`src/rtl/core_seq_ctrl.sv`:
```
// core_seq_ctrl: multi-cycle instruction sequencer for the RV64 core datapath.
// Steps each instruction through FETCH -> IWAIT -> DECODE -> [MREQ -> MWAIT] -> WB.
// It issues the datapath write-enables (ir_we, rf_we, pc_we), raises sticky
// halt/trap flags in STOP, and keeps the cycle and retired-instruction counters.
// All outputs are forced low while rst is held low, so an abandoned access
// cannot produce stray requests or enables.
module core_seq_ctrl #(
    parameter int unsigned TIMEOUT = 255,
    parameter int unsigned CNT_W   = 64
) (
    input  logic             clk,
    input  logic             rst,
    output logic             imem_req_valid,
    input  logic             imem_req_ready,
    input  logic             imem_resp_valid,
    input  logic             dec_is_load,
    input  logic             dec_is_store,
    input  logic             dec_rf_wen,
    input  logic             dec_is_ebreak,
    input  logic             dec_illegal,
    output logic             dmem_req_valid,
    output logic             dmem_req_wen,
    input  logic             dmem_req_ready,
    input  logic             dmem_resp_valid,
    output logic             ir_we,
    output logic             rf_we,
    output logic             pc_we,
    output logic             halt,
    output logic             trap,
    output logic [2:0]       state_o,
    output logic [CNT_W-1:0] cycle_cnt,
    output logic [CNT_W-1:0] instret_cnt
);

    typedef enum logic [2:0] {
        S_IDLE   = 3'd0,
        S_FETCH  = 3'd1,
        S_IWAIT  = 3'd2,
        S_DECODE = 3'd3,
        S_MREQ   = 3'd4,
        S_MWAIT  = 3'd5,
        S_WB     = 3'd6,
        S_STOP   = 3'd7
    } state_t;

    // Timeout counter only needs to reach TIMEOUT-1; keep at least one bit.
    localparam int unsigned TMO_W = (TIMEOUT < 2) ? 1 : $clog2(TIMEOUT + 1);
    localparam logic [TMO_W-1:0] TMO_LAST = TMO_W'((TIMEOUT == 0) ? 0 : TIMEOUT - 1);

    state_t           state_q, state_d;
    logic [TMO_W-1:0] tmo_q, tmo_d;
    logic             halt_q, halt_d;
    logic             trap_q, trap_d;
    logic [CNT_W-1:0] cyc_q, cyc_d;
    logic [CNT_W-1:0] inst_q, inst_d;
    logic             st_q, st_d;
    logic             rfw_q, rfw_d;
    logic             tmo_expire;
    logic             in_wait;

    // The cycle now being spent in a handshake state is the TIMEOUT-th one.
    assign tmo_expire = (TIMEOUT != 0) && (tmo_q == TMO_LAST);
    assign in_wait    = (state_q == S_FETCH) || (state_q == S_IWAIT) ||
                        (state_q == S_MREQ)  || (state_q == S_MWAIT);

    // Next-state, sticky flags, decode latches, counters and timeout count.
    always_comb begin
        state_d = state_q;
        halt_d  = halt_q;
        trap_d  = trap_q;
        inst_d  = inst_q;
        cyc_d   = cyc_q;
        st_d    = st_q;
        rfw_d   = rfw_q;
        tmo_d   = '0;
        case (state_q)
            S_IDLE: state_d = S_FETCH;
            S_FETCH: begin
                if (imem_req_ready) begin
                    state_d = S_IWAIT;
                end else if (tmo_expire) begin
                    state_d = S_STOP;
                    trap_d  = 1'b1;
                end
            end
            S_IWAIT: begin
                if (imem_resp_valid) begin
                    state_d = S_DECODE;
                end else if (tmo_expire) begin
                    state_d = S_STOP;
                    trap_d  = 1'b1;
                end
            end
            S_DECODE: begin
                st_d  = dec_is_store;
                rfw_d = dec_rf_wen;
                if (dec_illegal || (dec_is_load && dec_is_store)) begin
                    state_d = S_STOP;
                    trap_d  = 1'b1;
                end else if (dec_is_ebreak) begin
                    state_d = S_STOP;
                    halt_d  = 1'b1;
                    inst_d  = inst_q + CNT_W'(1);
                end else if (dec_is_load || dec_is_store) begin
                    state_d = S_MREQ;
                end else begin
                    state_d = S_WB;
                end
            end
            S_MREQ: begin
                if (dmem_req_ready) begin
                    state_d = S_MWAIT;
                end else if (tmo_expire) begin
                    state_d = S_STOP;
                    trap_d  = 1'b1;
                end
            end
            S_MWAIT: begin
                if (dmem_resp_valid) begin
                    state_d = S_WB;
                end else if (tmo_expire) begin
                    state_d = S_STOP;
                    trap_d  = 1'b1;
                end
            end
            S_WB: begin
                state_d = S_FETCH;
                inst_d  = inst_q + CNT_W'(1);
            end
            default: state_d = S_STOP;
        endcase
        if ((state_q != S_IDLE) && (state_q != S_STOP)) begin
            cyc_d = cyc_q + CNT_W'(1);
        end
        if (in_wait && (state_d == state_q)) begin
            tmo_d = tmo_q + TMO_W'(1);
        end
    end

    // Control state with synchronous active-low reset.
    always_ff @(posedge clk) begin
        if (!rst) begin
            state_q <= S_IDLE;
            tmo_q   <= '0;
            halt_q  <= 1'b0;
            trap_q  <= 1'b0;
            cyc_q   <= '0;
            inst_q  <= '0;
        end else begin
            state_q <= state_d;
            tmo_q   <= tmo_d;
            halt_q  <= halt_d;
            trap_q  <= trap_d;
            cyc_q   <= cyc_d;
            inst_q  <= inst_d;
        end
    end

    // Decode flags captured in DECODE; only consumed in later states, so no reset.
    always_ff @(posedge clk) begin
        st_q  <= st_d;
        rfw_q <= rfw_d;
    end

    // Outputs decoded from registered state; ir_we follows the response in IWAIT.
    always_comb begin
        imem_req_valid = rst && (state_q == S_FETCH);
        ir_we          = rst && (state_q == S_IWAIT) && imem_resp_valid;
        dmem_req_valid = rst && (state_q == S_MREQ);
        dmem_req_wen   = rst && (state_q == S_MREQ) && st_q;
        pc_we          = rst && (state_q == S_WB);
        rf_we          = rst && (state_q == S_WB) && rfw_q && !st_q;
        halt           = rst && (state_q == S_STOP) && halt_q;
        trap           = rst && (state_q == S_STOP) && trap_q;
        state_o        = rst ? state_q : S_IDLE;
        cycle_cnt      = rst ? cyc_q : '0;
        instret_cnt    = rst ? inst_q : '0;
    end

endmodule

```
`config.mk`:
```
export PLATFORM = sky130hd
export DESIGN_NAME = core_seq_ctrl
export DESIGN_NICKNAME = d
export VERILOG_FILES = /design/src/rtl/core_seq_ctrl.sv
export SDC_FILE = /design/constraint.sdc
export NUM_CORES = 1
export LEC_CHECK = 0
export BUFFER_PORTS_ARGS = -buffer_cell sky130_fd_sc_hd__buf_2
export CAP_MARGIN = 20
export CORE_AREA = 2 2 122 124
export CTS_CLUSTER_SIZE = 8
export DETAILED_ROUTE_END_ITERATION = 8
export DIE_AREA = 0 0 124 126
export PLACE_DENSITY = 0.77
export SLEW_MARGIN = 25
export SYNTH_ARGS = -nofsm -noshare
export SYNTH_HDL_FRONTEND = slang
export SYNTH_SLANG_ARGS = --single-unit
```
`constraint.sdc`:
```
create_clock -name clk -period 2.9 [get_ports clk]
set_input_delay 0.145 -clock clk [delete_from_list [all_inputs] [get_ports clk]]
set_output_delay 0.145 -clock clk [all_outputs]
set_load 0.005 [all_outputs]
```
==> impl.org, run 1 <==
** Run status
- The flow ran to the end, and the final reports show no timing, DRC or antenna violations.

** Die
- The floorplan step defined a die boundary enclosing about 16000 sq um.
- Die extent in x :: 124 um
- In this run the standard cell core region covers about 14000 sq um.
- The initial utilization of the core area, before any placement, comes to 0.545.
- 150 I/O pins were placed.
- The floorplan step set the die height to ~130 um.
- Standard-cell rows :: 44

** Detailed routing
- In the final routed layout, each cell accounts on average for about 15 um.
- Via count :: 7830
- Post-detailed-route via-to-cell ratio :: between 5 and 6
- Drt initial violations :: between 600 and 700
- Number of iterations in the first detailed-routing pass :: 5
- Count of antenna-violating nets left after detailed routing :: 0
- In the routed design, unresolved DRC markers number 0.
- After detailed routing, the total wire length is slightly above 20 mm.

** Setup path
- Worst endpoint required time :: 3260 ps
- The worst setup path is captured at a flip-flop.
- Along the worst path, the maximum fanout reaches 27.
- Measured in cells, the most critical reg-to-reg path has a length of 7.
- The worst setup path is launched from a flip-flop.
- The setup path with the least slack is of type reg2reg.
- Data arrival, critical path :: 2960 ps

** Timing
- For the pin with the worst max-slew slack, the measured transition is roughly 630 ps.
- RSZ-0062 raised after global routing :: no
- Worst slew slack as a fraction of its limit :: 0.578
- Across the routed clock network, the largest skew measured is between 6 and 7 ps.
- For the final routed database, the setup TNS stands at 0 ps.
- Setup-violating endpoint count in the final report :: 0
- Derived from the worst setup path, the maximum achievable clock frequency is about 0.38 GHz.
- Final hold violations :: 0
- Max-slew violation total from the final report :: 0
- In the finished design, the share of the clock period the worst path needs comes to 0.898.
- Time the worst path needs with I/O delays and setup :: approximately 2600 ps

** Logic synthesis
- Flip-flop and latch count after synthesis :: roughly 140
- Leading post-synthesis cells by instance count :: dfxtp_1 (141), and2_1 (125), nor2_1 (90)
- Each instance of the synthesized netlist takes up on average 7.80 sq um.
- Netlist area before placement :: slightly below 8000 sq um
- Fraction of registers with async set/reset :: 0
- By instance count, the leading cell after synthesis is dfxtp_1.
- Synth area leaders :: dfxtp_1 (36%), and2_1 (10%), a21oi_1 (5.4%)
- Counting every instance in the synthesized netlist gives ~1.0k.
- In this run, distinct cell masters in the synthesized netlist total 55.
- Number of synthesized flops with an enable pin :: 2
- Net count after synthesis :: 1015
- The largest total area in the synthesized netlist belongs to dfxtp_1.
- Number of warning messages in the yosys log :: 0
- Portion of the post-synthesis area used by sequential elements :: 0.370
- Most used flip-flop cell after synthesis :: dfxtp_1
- Area fraction of the dominant cell type after synthesis :: 0.362

** Clocking
- Post-CTS timing repair inserted 0 buffers for setup.
- After clock tree synthesis, the clock-pin slew on the worst setup and hold paths is around 60 ps.
- Number of buffers inserted for hold repair after clock tree synthesis :: 2
- Counting the buffers created by CTS gives 17.
- TritonCTS clock tree :: yes
- Clk root buf :: clkbuf_16
- The clock net in this run drives a total of approximately 140 sinks.
- Counting along the longest clock path gives a buffer depth of 2.
- Count of cells resized by post-cts repair :: 0
- For the worst-skew pair, the clock arrives at the later sink with an insertion delay of around 420 ps.
- In this run the number of H-tree levels came out at 4.

** Global route
- Sum of overflow across all layers after global routing :: 0
- For this run, the total global-route usage over all layers was measured as 0.257.
- Via count of the first global-routing pass :: approximately 6.8k
- The initial antenna violation count is 0.
- Largest net degree at the start of global routing :: 67
- The first global-routing pass estimated 32.6 mm of wire.

** Run
- MaxCap Viol Count :: 0

** Placed design
- Cell area reported after detailed placement :: just under 9000 sq um
- Routability-driven placement finished with a final weighted congestion of about 0.86.
- Detailed placement ended at an HPWL of between 10 and 15 mm.
- Buffers on Ports :: roughly 150
- The number of placed instances, taps included, is between 1k and 1.5k.

** Cells and area
- Share of final-layout standard cells stronger than drive strength 1 :: 0.194
- Final cell count without fillers :: approximately 1.3k
- Register area :: between 2000 and 3000 sq um
- Total area of multi-input combinational cells :: 4630 sq um
- # fillers :: ~1.3k
- Final instance area :: 9430 sq um
- The repair_antennas step left the layout with diodes totalling 0.
- The area growth from synthesis to layout is 21.0%.
- # nets final :: 1161

** Pwr
- Summed over all cells, the static leakage comes to around 3.6 nW.
- Power density relative to cell area :: roughly 490 nW/um^2
- Largest vdd supply drop :: about 0.36 mV

** Min path
- In this run the worst hold path is classified as in2reg.
- Counting instances, the worst hold path has a depth of 3.
==> registers in the layout, summed over array words and instances, names as in the netlist <==
signal	count
state_q	3
rfw_q	1
inst_q	64
tmo_q	8
trap_q	1
st_q	1
cyc_q	64
halt_q	1
==> worst paths after layout <==
kind	endpoint	startpoint	slack, ps
worst max-delay path	inst_q[58]$_SDFFE_PN0P_	inst_q[0]$_SDFFE_PN0P_	290
worst max register to register	inst_q[58]$_SDFFE_PN0P_	inst_q[0]$_SDFFE_PN0P_	290
worst min register to register	tmo_q[0]$_SDFF_PN0_	tmo_q[0]$_SDFF_PN0_	460
worst min-delay path	halt_q$_SDFFE_PN0P_	dec_is_ebreak	60
==> final cells by class <==
type,instances,share of cell area
sequential,143,0.306
inverter,22,0.00902
clock buffer,26,0.0561
clock inverter,5,0.00796
tap,184,0.0244
multi-input combinational,781,0.491
timing repair buffer,181,0.106
==> critical path, stage by stage (launching register included) <==
cell	delay, ps
dfxtp_1	410
ha_1	230
nand4_1	140
or4_1	450
or4_1	400
buf_4	230
or4_1	520
a21oi_1	140
==> cell usage in the layout, fill, tap and decap left out, types with 3 or more instances in the layout <==
cell type  count
buf_2        149
dfxtp_1      141
and2_1       125
nor2_1        90
a21oi_1       84
o21ai_0       60
nand3_1       54
or3_1         53
nand4_1       52
nand2_1       50
buf_4         29
xnor2_1       28
xor2_1        27
or4_1         24
o31ai_1       23
inv_1         21
and3_1        21
nor3_1        17
clkbuf_16     17
nor4_1         9
and4_1         9
clkbuf_8       7
o21a_1         5
nor4_2         4
or2_2          4
ha_1           4
nor2b_1        3
nor3b_1        3
clkinv_2       3
==> metrics by stage <==
stage                     hold WS (ps)  total power, mW   util  setup WS, ps
final                             64.4             4.62  0.659           295
after detailed placement           323             2.42  0.615           315
after floorplan                    244             2.32      -           452
after global placement             322             2.41  0.615           376
after global routing               107             4.78  0.659           144
after CTS                         57.4             4.63  0.659           294
==> power by group <==
part | total (mW) | internal (mW) | switching, mW
Combinational | 0.362 | 0.130 | 0.233
Clock | 2.23 | 1.42 | 0.812
Sequential | 2.02 | 2.00 | 0.0238
==> layer usage <==
| metal | track usage | part of all wire | vias up |
|---|---|---|---|
| li1 | - | - | 3883 |
| met1 | 0.361 | 0.47 | 3676 |
| met2 | 0.393 | 0.45 | 249 |
| met3 | 0.0534 | 0.061 | 22 |
| met4 | 0.0833 | 0.013 | 0 |
| met5 | 0 | 0 | - |
==> cells by family (layout without fill, tap and decap cells) <==
logic type      count (synthesis)  in the layout  share of synthesized area
flops                         143            143                      0.370
simple gates                  531            531                      0.383
mux                             3              3                    0.00417
fa+ha+maj                       4              4                    0.00642
compound gates                188            188                      0.137
buf+inv                        76            234                     0.0385
xor+xnor                       55             55                     0.0618
Power figures use the tool's default switching activity.
==> run 2: changes to the inputs <==
- ABC_AREA: unset -> 1
- CORE_AREA: 2 2 122 124 -> 2 2 138 140
- DIE_AREA: 0 0 124 126 -> 0 0 140 142
- PLACE_DENSITY: 0.77 -> 0.75
- clock period: 2.9 -> 2.3 ns (I/O delays scaled with it)
==> run 2 against run 1 <==
Cell count rose by 54%. Clock skew rose by 4.0 ps. Combinational power rose by 140%. The flow now finishes with violations (DRC).
==> impl.org, run 2 <==
** Global route
- The total overflow reported by the global router came to 0 (unchanged).
- The number of global-route vias before repair came to 9381 (+37%).
- The largest net degree at the start of global routing came to 172 (+160%).
- Global-route wire length before repair :: 44.7 mm (+37%)
- GRT Util Overall :: 0.277 (+0.0203)
- The initial antenna violation count came to 0 (unchanged).

** Cells and area
- The fraction of final layout cells sized beyond drive strength 1 was 0.127 (-0.0671).
- The largest registers in the layout are cyc_q (64), inst_q (64), tmo_q (8).
- The number of nets in the layout was 1835 (+58%).
- The top cell types in the final layout, fill and taps aside, are nand2_1 (500), inv_1 (310), nor2_1 (301).
- Most frequent standard cell in the layout excluding fill and tap cells :: nand2_1
- Final cell count without fillers :: 2066 (+54%)
- The number of antenna cells inserted is 0 (unchanged).
- Area Growth Syn to Fin :: 17.3%

** Setup path
- Data arrival, critical path :: 2420 ps (-540 ps)
- STA classifies the critical path endpoint as a flip-flop.
- Total stage count of the critical path :: 10 (+3)
- The critical path goes through inv_2 > nand2_1 > nor2_2 > a21oi_2 > buf_4 > nand3_1 > nor2_1 > nand3_1 > nand2_1 > nor2_1.
- Critical path class :: reg2reg
- Critical Path Fanout Max :: 16 (-41%)
- CP Launch Type :: flip-flop
- Largest stage delay on the critical path :: 600 ps (+80 ps)
- Worst r2r path cells :: 10 (+3)
- The slowest stage of the critical path is the dfxtp_1 cell.
- The required time at the endpoint of the critical path came to 2630 ps (-630 ps).
- Count of buffering cells on the critical path with inverters included :: 2 (+1)
- Grouping stages by cell kind, the critical path spends the most delay in simple AND/OR/NAND/NOR gates.

** Logic synthesis
- Most common cell in the synthesized netlist :: nand2_1
- Fraction of registers with async set/reset :: 0 (unchanged)
- The number of enable-type register cells in the synthesized netlist is 2 (unchanged).
- Most used flip-flop cell after synthesis :: dfxtp_1
- The post-synthesis cell count is 1671 (+67%).
- The average cell area after synthesis was 5.67 sq um (-27%).
- The biggest area contributor in the post-synthesis netlist is dfxtp_1.
- Synth area leaders :: dfxtp_1 (30%), nand2_1 (20%), inv_1 (12%)
- The count of warnings emitted by yosys was 0 (unchanged).
- Portion of the post-synthesis area used by sequential elements :: 0.304 (-0.0655)
- The mapped cell area was 9480 sq um (+22%).
- After synthesis, the most frequently instantiated cells are nand2_1 (500), inv_1 (310), nor2_1 (302).
- The number of storage elements in the synthesis netlist is 143 (unchanged).
- The net count of the mapped netlist is 1686 (+66%).
- The count of different cell masters after synthesis came to 42 (-24%).
- The share of Yosys cell area claimed by the top area cell type was 0.298 (-0.0641).

** Clocking
- Reg clk slew, reported paths :: 60 ps (about the same)
- CTS sink count :: 143 (unchanged)
- Insertion delay of the later-clocked pin in the worst-skew pair :: 440 ps (+20 ps)
- Number of buffers created by CTS :: 17 (unchanged)
- Clk root buf :: clkbuf_16
- CTS max path bufs :: 2 (unchanged)
- TritonCTS built the clock tree.
- Depth of the CTS H-tree :: 4 (unchanged)

** Detailed routing
- Routed WL per cell :: 13.3 um (-11%)
- Drt drc :: 7 (+7)
- Routed wire length :: 27.6 mm (+37%)
- The via count was 10.4k (+33%).
- The detailed-route vias per instance was 5.04 (-14%).
- The antenna violation net count after detailed routing is 0 (unchanged).
- Number of iterations in the first detailed-routing pass :: 9 (+4)
- The DRC marker count from the first detailed-route iteration is 849 (+34%).

** Pwr
- Leakage power :: 5.58 nW (+54%)
- Largest vdd supply drop :: 0.515 mV (+44%)
- The total power divided by cell area is 574 nW/um^2 (+17%).

** Timing
- The final worst-path cycle share was 0.909 (+0.0107).
- Worst-margin pin slew :: 728 ps (+97.9 ps)
- The final-report setup violation count was 0 (unchanged).
- Highest clock frequency the design can meet :: 0.478 GHz (+25%)
- Max-slew violation total from the final report :: 0 (unchanged)
- The max-slew headroom at the worst pin is 0.514 (-0.0641).
- The sum of negative setup slack is 0 ps (unchanged).
- The worst clock skew came to 10.8 ps (+4.01 ps).
- Final hold violations :: 0 (unchanged)
- Setup repair after global routing left no endpoint under its margin.
- Time the worst path needs with I/O delays and setup :: 2090 ps (-514 ps)

** Die
- The core area is 18500 sq um (+29%).
- The horizontal die dimension came to 140 um (+13%).
- Total die area :: 19900 sq um (+27%)
- Die H :: 142 um (+13%)
- The cell row count was 50 (+14%).
- The count of boundary I/O pins came to 150 (unchanged).
- Effective utilization at floorplan :: 0.513 (-0.0313)

** Run
- MaxCap Viol Count :: 0 (unchanged)

** Placed design
- The number of instances in the placed design was 2032 (+55%).
- The global placement routability congestion was 0.971 (+12%).
- Post-DP HPWL :: 21.0 mm (+55%)
- Buffers on Ports :: 149 (unchanged)

** Run status
- Violations in the final reports :: DRC
- The flow ran to the end, but the final reports show violations.

** Min path
- The worst hold path belongs to the class in2reg.
- The hold path depth came to 4 (+1).
-- run 2: cell types whose count changed after synthesis, sizes merged, moves of 24 or more --
cell,previous run,this run
nand2,51,504
inv,21,314
nor2,90,321
and2,125,1
or3,53,0
nand3,54,99
clkbuf,47,20
or4,24,0
-- run 2: worst paths after layout --
| path | startpoint | end | slack [ps] |
|---|---|---|---|
| worst max-delay path | state_q[2]$_SDFF_PN0_ | inst_q[51]$_SDFFE_PN0P_ | 210 |
| worst min register to register | trap_q$_SDFFE_PN0P_ | trap_q$_SDFFE_PN0P_ | 460 |
| worst max register to register | state_q[2]$_SDFF_PN0_ | inst_q[51]$_SDFFE_PN0P_ | 210 |
| worst min-delay path | dmem_req_ready | trap_q$_SDFFE_PN0P_ | 150 |
-- run 2: metrics by stage --
stage	setup slack, ps	power (mW)	util	hold WS, ps	cell area [sq um]
after CTS	73.3	6.41	0.602	146	11100
after floorplan	643	3.33	-	214	9480
final	209	6.38	0.602	152	11100
after global placement	194	3.54	0.567	309	10500
after detailed placement	65.3	3.54	0.567	303	10500
after global routing	23.4	6.61	0.602	168	11100
-- run 2: where the power goes --
group          switching, mW  internal, mW
Clock                   1.07          1.81
Sequential            0.0960          2.54
Combinational          0.592         0.267
-- run 2: what timing repair did --
item	CTS	global route
buffers inserted	0	0
setup endpoints to repair	0	12
endpoints found under the hold margin	3	0
resized for setup	0	4
hold buffers	3	0
-- run 2: cell type report --
type	instances	area, sq um
inverter	315	1180
fill	1849	7340
multi-input combinational	1175	5240
clock inverter	6	105
tap	234	293
sequential	143	2890
timing repair buffer	168	915
clock buffer	25	495
-- run 2: routing by layer --
layer	vias to the layer above	track usage	wire [um]
met5	-	0	0
met4	0	0.107	815
met3	60	0.0397	1310
met2	320	0.495	13300
met1	4621	0.339	12100
li1	5410	-	-
-- run 2: worst register-to-register path, cell delays in order (launching register included) --
cell     delay (ps)
dfxtp_1         600
inv_2           170
nand2_1         140
nor2_2           60
a21oi_2          90
buf_4           250
nand3_1         250
nor2_1          210
nand3_1          90
nand2_1          70
nor2_1           60
-- run 2: logic make-up (layout without fill, tap and decap cells) --
family,count (synthesis),in the layout,synth area share
AND/OR/NAND/NOR,1026,1026,0.458
buffers and inverters,353,514,0.144
flip-flops,143,143,0.304
AO/OA/AOI/OAI,125,125,0.0696
XOR/XNOR,20,20,0.0185
adder cells (fa/ha/maj),4,4,0.00528
